--- config.mk ---
export PLATFORM = sky130hd
export DESIGN_NAME = car_motion_controller
export DESIGN_NICKNAME = d
export VERILOG_FILES = /design/src/rtl/elevator_pkg.sv /design/src/rtl/car_request_reg.sv /design/src/rtl/car_motion_controller.sv
export SDC_FILE = /design/constraint.sdc
export NUM_CORES = 1
export LEC_CHECK = 0
export ABC_CLOCK_PERIOD_IN_PS = 3600
export CAP_MARGIN = 40
export CORE_AREA = 5 5 80 82
export DETAILED_ROUTE_END_ITERATION = 16
export DIE_AREA = 0 0 85 87
export PLACE_DENSITY = 0.52
export SETUP_SLACK_MARGIN = 0.1
export SLEW_MARGIN = 20
export SYNTH_ARGS = -nofsm -noshare
export SYNTH_HDL_FRONTEND = slang
export SYNTH_SLANG_ARGS = --single-unit
--- constraint.sdc ---
create_clock -name clk -period 3.6 [get_ports clk]
set_clock_uncertainty 0.05 [all_clocks]
set_input_delay 0.36 -clock clk [delete_from_list [all_inputs] [get_ports clk]]
set_output_delay 0.36 -clock clk [all_outputs]
set_load 0.1 [all_outputs]
--- src/rtl/elevator_pkg.sv ---
// elevator_pkg: shared car states, default timing constants and floor index type
package elevator_pkg;
   localparam int DEFAULT_NUM_FLOORS = 8;
   localparam int DEFAULT_TRAVEL_CYCLES = 16;
   localparam int DEFAULT_DOOR_CYCLES = 32;
   localparam int DEFAULT_FLOOR_W = $clog2(DEFAULT_NUM_FLOORS);
   typedef logic [DEFAULT_FLOOR_W-1:0] floor_t;
   typedef enum logic [2:0] {IDLE, MOVE_UP, MOVE_DOWN, DOOR_OPEN, EMERG} car_state_e;
endpackage

--- src/rtl/car_request_reg.sv ---
// car_request_reg: latched floor requests (clk, reset, floor_req, clear, at_floor in; pending, req_above/below/here out relative to at_floor)
module car_request_reg import elevator_pkg::*; #(
   parameter int NUM_FLOORS = DEFAULT_NUM_FLOORS,
   localparam int FLOOR_W = $clog2(NUM_FLOORS)
) (
   input  logic                  clk,
   input  logic                  reset,
   input  logic [NUM_FLOORS-1:0] floor_req,
   input  logic                  clear,
   input  logic [FLOOR_W-1:0]    at_floor,
   output logic [NUM_FLOORS-1:0] pending,
   output logic                  req_above,
   output logic                  req_below,
   output logic                  req_here
);
   logic [NUM_FLOORS-1:0] pending_q, pending_d;
   assign pending_d = (pending_q | floor_req) & ~({{(NUM_FLOORS-1){1'b0}}, clear} << at_floor);
   always_comb begin
      req_above = 1'b0;
      req_below = 1'b0;
      for (int i = 0; i < NUM_FLOORS; i++) begin
         req_above = req_above | (pending_q[i] && i > int'(at_floor));
         req_below = req_below | (pending_q[i] && i < int'(at_floor));
      end
   end
   always_ff @(posedge clk) pending_q <= reset ? '0 : pending_d;
   assign pending = pending_q;
   assign req_here = pending_q[at_floor];
endmodule

--- src/rtl/car_motion_controller.sv ---
// car_motion_controller: SCAN car FSM with travel/door timers and emergency freeze (clk, reset, floor_req, emergency_stopped in; current_floor, moving_up/down, door_open, pending, in_emergency out)
module car_motion_controller import elevator_pkg::*; #(
   parameter int NUM_FLOORS = DEFAULT_NUM_FLOORS,
   parameter int TRAVEL_CYCLES = DEFAULT_TRAVEL_CYCLES,
   parameter int DOOR_CYCLES = DEFAULT_DOOR_CYCLES,
   localparam int FLOOR_W = $clog2(NUM_FLOORS)
) (
   input  logic                  clk,
   input  logic                  reset,
   input  logic [NUM_FLOORS-1:0] floor_req,
   input  logic                  emergency_stopped,
   output logic [FLOOR_W-1:0]    current_floor,
   output logic                  moving_up,
   output logic                  moving_down,
   output logic                  door_open,
   output logic [NUM_FLOORS-1:0] pending,
   output logic                  in_emergency
);
   localparam int TW = $clog2(TRAVEL_CYCLES);
   localparam int DW = $clog2(DOOR_CYCLES);
   car_state_e state_q, state_d, resume_q, resume_d;
   logic [TW-1:0] travel_q, travel_d;
   logic [DW-1:0] door_q, door_d;
   logic [FLOOR_W-1:0] floor_q, floor_d;
   logic dir_up_q, dir_up_d;
   logic moving, arrive, door_done, door_hit, clear, req_above, req_below, req_here;
   assign moving = state_q == MOVE_UP || state_q == MOVE_DOWN;
   assign arrive = moving && !emergency_stopped && travel_q == TW'(TRAVEL_CYCLES - 1);
   assign floor_d = !arrive ? floor_q : state_q == MOVE_UP ? floor_q + FLOOR_W'(1) : floor_q - FLOOR_W'(1);
   assign door_done = door_q == DW'(DOOR_CYCLES - 1);
   assign door_hit = floor_req[floor_q];
   assign clear = state_q == DOOR_OPEN || state_d == DOOR_OPEN;
   assign dir_up_d = state_d == MOVE_UP ? 1'b1 : state_d == MOVE_DOWN ? 1'b0 : dir_up_q;
   car_request_reg #(.NUM_FLOORS(NUM_FLOORS)) u_req (
      .clk      (clk),
      .reset    (reset),
      .floor_req(floor_req),
      .clear    (clear),
      .at_floor (floor_d),
      .pending  (pending),
      .req_above(req_above),
      .req_below(req_below),
      .req_here (req_here)
   );
   always_ff @(posedge clk) begin
      if (reset) begin
         state_q <= IDLE;
         resume_q <= IDLE;
         floor_q <= '0;
         travel_q <= '0;
         door_q <= '0;
         dir_up_q <= 1'b1;
      end else begin
         state_q <= state_d;
         resume_q <= resume_d;
         floor_q <= floor_d;
         travel_q <= travel_d;
         door_q <= door_d;
         dir_up_q <= dir_up_d;
      end
   end
   always_comb begin
      state_d = state_q;
      resume_d = resume_q;
      travel_d = travel_q;
      door_d = door_q;
      if (emergency_stopped && state_q != EMERG) begin
         state_d = EMERG;
         resume_d = state_q;
      end else begin
         case (state_q)
            IDLE: state_d = req_here ? DOOR_OPEN : (req_above && (dir_up_q || !req_below)) ? MOVE_UP : req_below ? MOVE_DOWN : IDLE;
            MOVE_UP, MOVE_DOWN: begin
               travel_d = arrive ? '0 : travel_q + TW'(1);
               state_d = !arrive ? state_q : req_here ? DOOR_OPEN : (state_q == MOVE_UP ? req_above : req_below) ? state_q : IDLE;
            end
            DOOR_OPEN: begin
               door_d = (door_hit || door_done) ? '0 : door_q + DW'(1);
               state_d = (door_done && !door_hit) ? IDLE : DOOR_OPEN;
            end
            EMERG: begin
               state_d = emergency_stopped ? EMERG : resume_q;
               door_d = (!emergency_stopped && resume_q == DOOR_OPEN) ? '0 : door_q;
            end
            default: state_d = IDLE;
         endcase
      end
   end
   always_comb begin
      moving_up = state_q == MOVE_UP;
      moving_down = state_q == MOVE_DOWN;
      door_open = state_q == DOOR_OPEN;
      in_emergency = state_q == EMERG;
   end
   assign current_floor = floor_q;
endmodule

Yosys cells after proc, flatten, opt, wreduce, memory -nomap -nowiden
Index checks and enable logic that the tools add are counted.
{"block": "totals", "inputBits": 11, "output_inout_bits": 15, "reg_bits": 27}
{"block": "op_classes", "addsub": 4, "mux": 21, "magnitude_cmp": 16, "bitwise": 16, "reduce_logical": 33, "n_eq_ne": 12, "shift": 1}
{"cell": "$mux W3", "n": 7}
{"cell": "$logic_and A1 B1 Y1", "n": 20}
{"cell": "$eq A3 B2 Y1 const B", "n": 5}
{"cell": "$gt A3 B3 Y1 const A", "n": 4}
{"cell": "$or A1 B1 Y1", "n": 12}
{"cell": "$pmux W3 S4", "n": 1}
{"cell": "$mux W5", "n": 2}
{"cell": "$pmux W5 S2", "n": 1}
{"cell": "$lt A3 B3 Y1 const A", "n": 3}
{"cell": "$and A8 B8 Y8", "n": 1}
{"cell": "$lt A3 B4 Y1 const B", "n": 2}
{"cell": "$mux W2", "n": 4}
{"cell": "$not A8 Y8", "n": 1}
{"cell": "$or A8 B8 Y8", "n": 1}
{"cell": "$shl A1 B3 Y8", "n": 1}
{"cell": "$bmux W1 S3", "n": 2}
{"cell": "$eq A3 B1 Y1 const B", "n": 2}
{"cell": "$gt A2 B3 Y1 const A", "n": 2}
{"cell": "$lt A1 B3 Y1 const A", "n": 2}
{"cell": "$lt A2 B3 Y1 const A", "n": 2}
{"cell": "$add A5 B1 Y5 const B", "n": 1}
{"cell": "$eq A5 B5 Y1 const B", "n": 1}
{"cell": "$add A4 B1 Y4 const B", "n": 1}
{"cell": "$eq A4 B4 Y1 const B", "n": 1}
{"cell": "16 further kinds", "n": 24}

Logic depth before layout (Yosys ltp)
{"block": "depth", "ltp_word": 25, "depth_mapped": 13, "depth_no_buf": 11}

Cells and area by module
From an unflattened synthesis, not the netlist that was laid out.
{"block": "hier_totals", "hier_cells": 188, "hier_area_um2": 1630.3}
{"mod": "car_motion_controller", "instances": 1, "area_each_um2": 1151.1, "seq_area_each_um2": 380.4, "cells_each": 133}
{"mod": "car_request_reg", "instances": 1, "area_each_um2": 479.2, "seq_area_each_um2": 160.2, "cells_each": 55}

Worst setup path after synthesis
No wires, ideal clock.
{"block": "synth_timing", "path_kind": "register to register", "start": "register floor_q[0] (netlist: current_floor[0])", "end": "register u_req.pending_q[1] (netlist: u_req.pending[1])", "arrival_ns": 4.268, "path_stages_with_launch": 14, "synth_period_minus_slack_ns": 4.409, "slack_ns": -0.809, "cell_sequence": "dfxtp_1 -> clkbuf_1 -> clkinv_1 -> fa_1 -> clkbuf_1 -> mux4_2 -> nand4_1 -> mux2i_1 -> a211oi_1 -> o211ai_1 -> nor2_1 -> a31o_1 -> o31ai_4 -> a311oi_1"}
{"block": "synth_between", "elab_chain_len": 23, "elab_cells_between_ends": 68}
{"item": "start: declaration", "line": "car_motion_controller.sv:24", "source": "logic [FLOOR_W-1:0] floor_q, floor_d;"}
{"item": "start signal: assignment", "line": "car_motion_controller.sv:56", "source": "floor_q <= floor_d;"}
{"item": "$sub A3 B1 Y3 or $add A3 B1 Y3 (tied branches)", "line": "car_motion_controller.sv:29", "source": "assign floor_d = !arrive ? floor_q : state_q == MOVE_UP ? floor_q + FLOOR_W'(1) : floor_q - FLOOR_W'(1);"}
{"item": "$mux W3 (2 in a row)", "line": "car_motion_controller.sv:29"}
{"item": "$lt A1 B3 Y1", "line": "car_request_reg.sv:23", "source": "req_below = req_below | (pending_q[i] && i < int'(at_floor));"}
{"item": "$logic_and A1 B1 Y1", "line": "car_request_reg.sv:23"}
{"item": "$or A1 B1 Y1 (6 in a row)", "line": "car_request_reg.sv:23"}
{"item": "$logic_not A1 Y1", "line": "car_motion_controller.sv:72", "source": "IDLE: state_d = req_here ? DOOR_OPEN : (req_above && (dir_up_q || !req_below)) ? MOVE_UP : req_below ? MOVE_DO ..."}
{"item": "$logic_or A1 B1 Y1", "line": "car_motion_controller.sv:72"}
{"item": "$logic_and A1 B1 Y1", "line": "car_motion_controller.sv:72"}
{"item": "$mux W2 (2 in a row)", "line": "car_motion_controller.sv:72"}
{"item": "$pmux W3 S4", "line": "car_motion_controller.sv:71", "source": "case (state_q)"}
{"item": "$mux W3", "line": "car_motion_controller.sv:67", "source": "if (emergency_stopped && state_q != EMERG) begin"}
{"item": "$eq A3 B2 Y1", "line": "car_motion_controller.sv:32", "source": "assign clear = state_q == DOOR_OPEN || state_d == DOOR_OPEN;"}
{"item": "$logic_or A1 B1 Y1", "line": "car_motion_controller.sv:32"}
{"item": "$shl A1 B3 Y8 *", "line": "car_request_reg.sv:17", "source": "assign pending_d = (pending_q | floor_req) & ~({{(NUM_FLOORS-1){1'b0}}, clear} << at_floor);"}
{"item": "$not A8 Y8 *", "line": "car_request_reg.sv:17"}
{"item": "$and A8 B8 Y8 *", "line": "car_request_reg.sv:17"}
{"item": "end signal: assignment", "line": "car_request_reg.sv:26", "source": "always_ff @(posedge clk) pending_q <= reset ? '0 : pending_d;"}
{"item": "end: declaration", "line": "car_request_reg.sv:16", "source": "logic [NUM_FLOORS-1:0] pending_q, pending_d;"}
Mark *: on every way between the ends. The rest lies on a longest branch, timed or not. The select of a mux whose other input is x is not followed.
A chain may end at the register's enable or synchronous reset.

Worst setup path in the final report
{"block": "layout_timing", "start": "register state_q[0]", "end": "register u_req.pending_q[7] (netlist: u_req.pending[7])"}
{"block": "layout_between", "elab_chain_len": 25, "elab_cells_between_ends": 72}
{"item": "start: declaration", "line": "car_motion_controller.sv:21", "source": "car_state_e state_q, state_d, resume_q, resume_d;"}
{"item": "start signal: assignment", "line": "car_motion_controller.sv:54", "source": "state_q <= state_d;"}
{"item": "$eq A3 B1 Y1 or $eq A3 B2 Y1 (tied branches)"}
{"item": "$logic_or A1 B1 Y1", "line": "car_motion_controller.sv:27", "source": "assign moving = state_q == MOVE_UP || state_q == MOVE_DOWN;"}
{"item": "$logic_and A1 B1 Y1 (2 in a row)", "line": "car_motion_controller.sv:28", "source": "assign arrive = moving && !emergency_stopped && travel_q == TW'(TRAVEL_CYCLES - 1);"}
{"item": "$mux W3", "line": "car_motion_controller.sv:29"}
{"item": "$lt A1 B3 Y1", "line": "car_request_reg.sv:23"}
{"item": "$logic_and A1 B1 Y1", "line": "car_request_reg.sv:23"}
{"item": "$or A1 B1 Y1 (6 in a row)", "line": "car_request_reg.sv:23"}
{"item": "$logic_not A1 Y1", "line": "car_motion_controller.sv:72"}
{"item": "[... 2 more ...]"}
{"item": "$mux W2 (2 in a row)", "line": "car_motion_controller.sv:72"}
{"item": "$pmux W3 S4", "line": "car_motion_controller.sv:71"}
{"item": "$mux W3", "line": "car_motion_controller.sv:67"}
{"item": "$eq A3 B2 Y1", "line": "car_motion_controller.sv:32"}
{"item": "$logic_or A1 B1 Y1", "line": "car_motion_controller.sv:32"}
{"item": "$shl A1 B3 Y8 *", "line": "car_request_reg.sv:17"}
{"item": "$not A8 Y8 *", "line": "car_request_reg.sv:17"}
{"item": "$and A8 B8 Y8 *", "line": "car_request_reg.sv:17"}
Marks and branches as above.

==> impl_metrics.tcl <==
set metrics [dict create \
    run_status "complete, no violations" \
    io_pins 26 \
    cts_tree "built" \
    critPathLaunchType "flop" \
    crit_required_ns 3.70 \
    wl_um 6182 \
    root_buffer "clkbuf_8" \
    final_antenna_net_count 0 \
    ctsHoldBuffers 0 \
    synthCells 235 \
    cts_resized 0 \
    syn_nets 250 \
    drive_above_1_share 0.2345 \
    num-nets-final 306 \
    core.rowCount 28 \
    grt_pass1_wl_um 9970 \
    drv_cap 0 \
    synthTopCellsByArea "dfxtp_1, nor2_1, mux4_2" \
    dieArea_sq_um 7395 \
    clock.fmax_mhz 300.1 \
    finalHoldViolCount 0 \
    netlist_area_sq_um 1893 \
    clk_pin_slew_ns 0.11 \
    drt_iter0_markers 290 \
    synth-edff-count 0 \
    relSlewSlack 0.6177 \
    start_util 0.3336 \
    area_growth_pct 39.00 \
    cts_max_level 1 \
    hpwlAfterDp_um 4766 \
    worstSetupPathType "reg2reg" \
    die_y_um 87 \
    hp-class "reg2reg" \
    worstPathArrival_ns 3.44 \
    setup_viol 0 \
    worstSkewPairLatency_ns 0.28 \
    wl_per_cell_um 16.94 \
    p_leak_nw 1.030 \
    rsz0062_at_grt "false" \
    grt_max_degree 19 \
    ir_drop_mv 0.1222 \
    yosysTopAreaCellShare 0.2855 \
    gpl.final_weighted_congestion 0.8933 \
    hold_slack_ns 0.4178 \
    fin_crit_sh 0.9257 \
    postSynth.asyncResetShare 0 \
    vias 2050 \
    reg2reg_slack_ns 0.27 \
    worstSetupEndpointType "flop" \
    cts_buffers 3 \
    post_cts_buffers 0 \
    diodes 0 \
    gr-total-overflow 0 \
    die_x_um 85 \
    ys_warn_count 0 \
    core_sq_um 5675 \
    power_density_nw_per_um2 280.2 \
    drv_slew 0 \
    first_global_vias 1906 \
    ys_ff_latch 27 \
    total_power_mw 0.7373 \
    drc 0 \
    yosysTopAreaCell "dfxtp_1" \
    critPathMaxFanout 10 \
    clock_sinks 27 \
    vias_per_cell 5.616 \
    ys_types 62 \
    synth_flop_cell "dfxtp_1" \
    grt_usage 0.1684 \
    yosysSeqAreaShare 0.2855 \
    antenna_found_initial 0 \
    syn_avg_cell_area_sq_um 8.056 \
    firstDrtPassIters 5 \
    numPortBuffers 25 \
    min_period_ns 3.332 \
    cts_buffer_depth 2 \
    worst_pin_slew_ns 0.5727 \
]
## stage by stage
step                      cell area [sq um]  utilization  std cells  setup TNS, ns  setup WS, ns
after global routing                   2631       0.4636        365              0        0.1058
after floorplan                        1919            -        235         -3.264       -0.4018
final                                  2631       0.4636        365              0        0.2675
after global placement                 2392       0.4215        350              0        0.1539
after CTS                              2605       0.4590        365              0        0.1708
after detailed placement               2557       0.4506        361              0        0.2119
## routing by layer
layer	share of wire	GRT usage	routed length [um]
met1	0.46	0.2483	2844
met2	0.45	0.2556	2799
met3	0.071	0.01892	442
met4	0.016	0.05324	96
met5	0	0	0
## cell families after synthesis
group                    Yosys count  share of synthesized area
multiplexers                       9                    0.08791
XOR/XNOR                           8                    0.04098
buffers and inverters             22                    0.04692
AND/OR/NAND/NOR                  100                     0.2617
flip-flops                        27                     0.2855
adder cells (fa/ha/maj)            4                    0.03041
AO/OA/AOI/OAI                     65                     0.2465
## state kept, by name, summed over array words and instances, names as in the netlist
name and flops:
current_floor 3, dir_up_q 1, door_q 5, resume_q 3
state_q 3, travel_q 4, u_req.pending 8
## Yosys cell counts, types with 2 or more instances
master and instances:
clkbuf_1 10, a22oi_1 2, ha_1 3, a211oi_1 9, o211ai_1 2, o21ai_0 5
o221ai_1 2, a31oi_1 4, nor2_1 40, nand3_1 6, nand2b_1 3, o211a_1 2
nor3b_1 2, mux2i_1 2, a21oi_1 18, nor3_1 8, mux4_2 6, dfxtp_1 27
o31ai_1 3, and3_1 4, nand4_1 4, or3_1 2, inv_1 7, a21o_1 2
xnor2_1 6, nand2_1 18, a311oi_1 2, and2_1 2
## layout by cell type (no fill, tap or decap), types with 2 or more instances in the layout
cell type,synthesis,final
a311oi_1,2,2
buf_4,1,33
o211a_1,2,2
or3_1,2,2
a21oi_1,18,17
buf_8,0,11
ha_1,3,3
a21o_1,2,2
dfxtp_1,27,24
nor2_1,40,40
clkbuf_8,0,3
mux4_2,6,6
nand2_1,18,18
o221ai_1,2,2
o211ai_1,2,2
a22oi_1,2,2
xnor2_1,6,6
o31ai_1,3,3
a211oi_1,9,8
and3_1,4,4
nand4_1,4,4
nor3b_1,2,2
nor3_1,8,8
a31oi_1,4,4
nand2b_1,3,3
nand3_1,6,6
and2_1,2,2
clkdlybuf4s50_1,0,21
dfxtp_2,0,2
o21ai_0,5,5
inv_1,7,7
## critical path, stage by stage, from the launching register on
cell	delay (ns)
dfxtp_1	0.37
nor3b_4	0.26
fa_2	0.56
mux4_2	0.37
nand4_1	0.11
mux2i_2	0.30
a21oi_2	0.08
o211ai_1	0.21
nor2_1	0.06
a31o_1	0.24
o31ai_4	0.32
buf_4	0.19
a211oi_1	0.07
## power by group
part / internal (mW) / switching, mW
Clock: 0.0795 / 0.109
Sequential: 0.309 / 0.0170
Combinational: 0.0884 / 0.135
Total: 0.477 / 0.261
## final timing paths
check / endpoint / startpoint / cells past startpoint
hold reg to reg: door_q[4] / door_q[4] / 2
setup / recovery: u_req.pending[7] / state_q[0] / 12
hold / removal: door_q[4] / door_q[4] / 2
setup reg to reg: u_req.pending[7] / state_q[0] / 12
## area by class of cell
class / count / area (sq um)
clock buffers: 3 / 41.29
multi-input cells: 186 / 1290
repair buffers: 65 / 623.1
well taps: 75 / 93.84
flip-flops and latches: 27 / 546.8
inverters: 8 / 30.03
fillers: 572 / 3044
clock inverters: 1 / 6.256
Power figures use the tool's default switching activity.
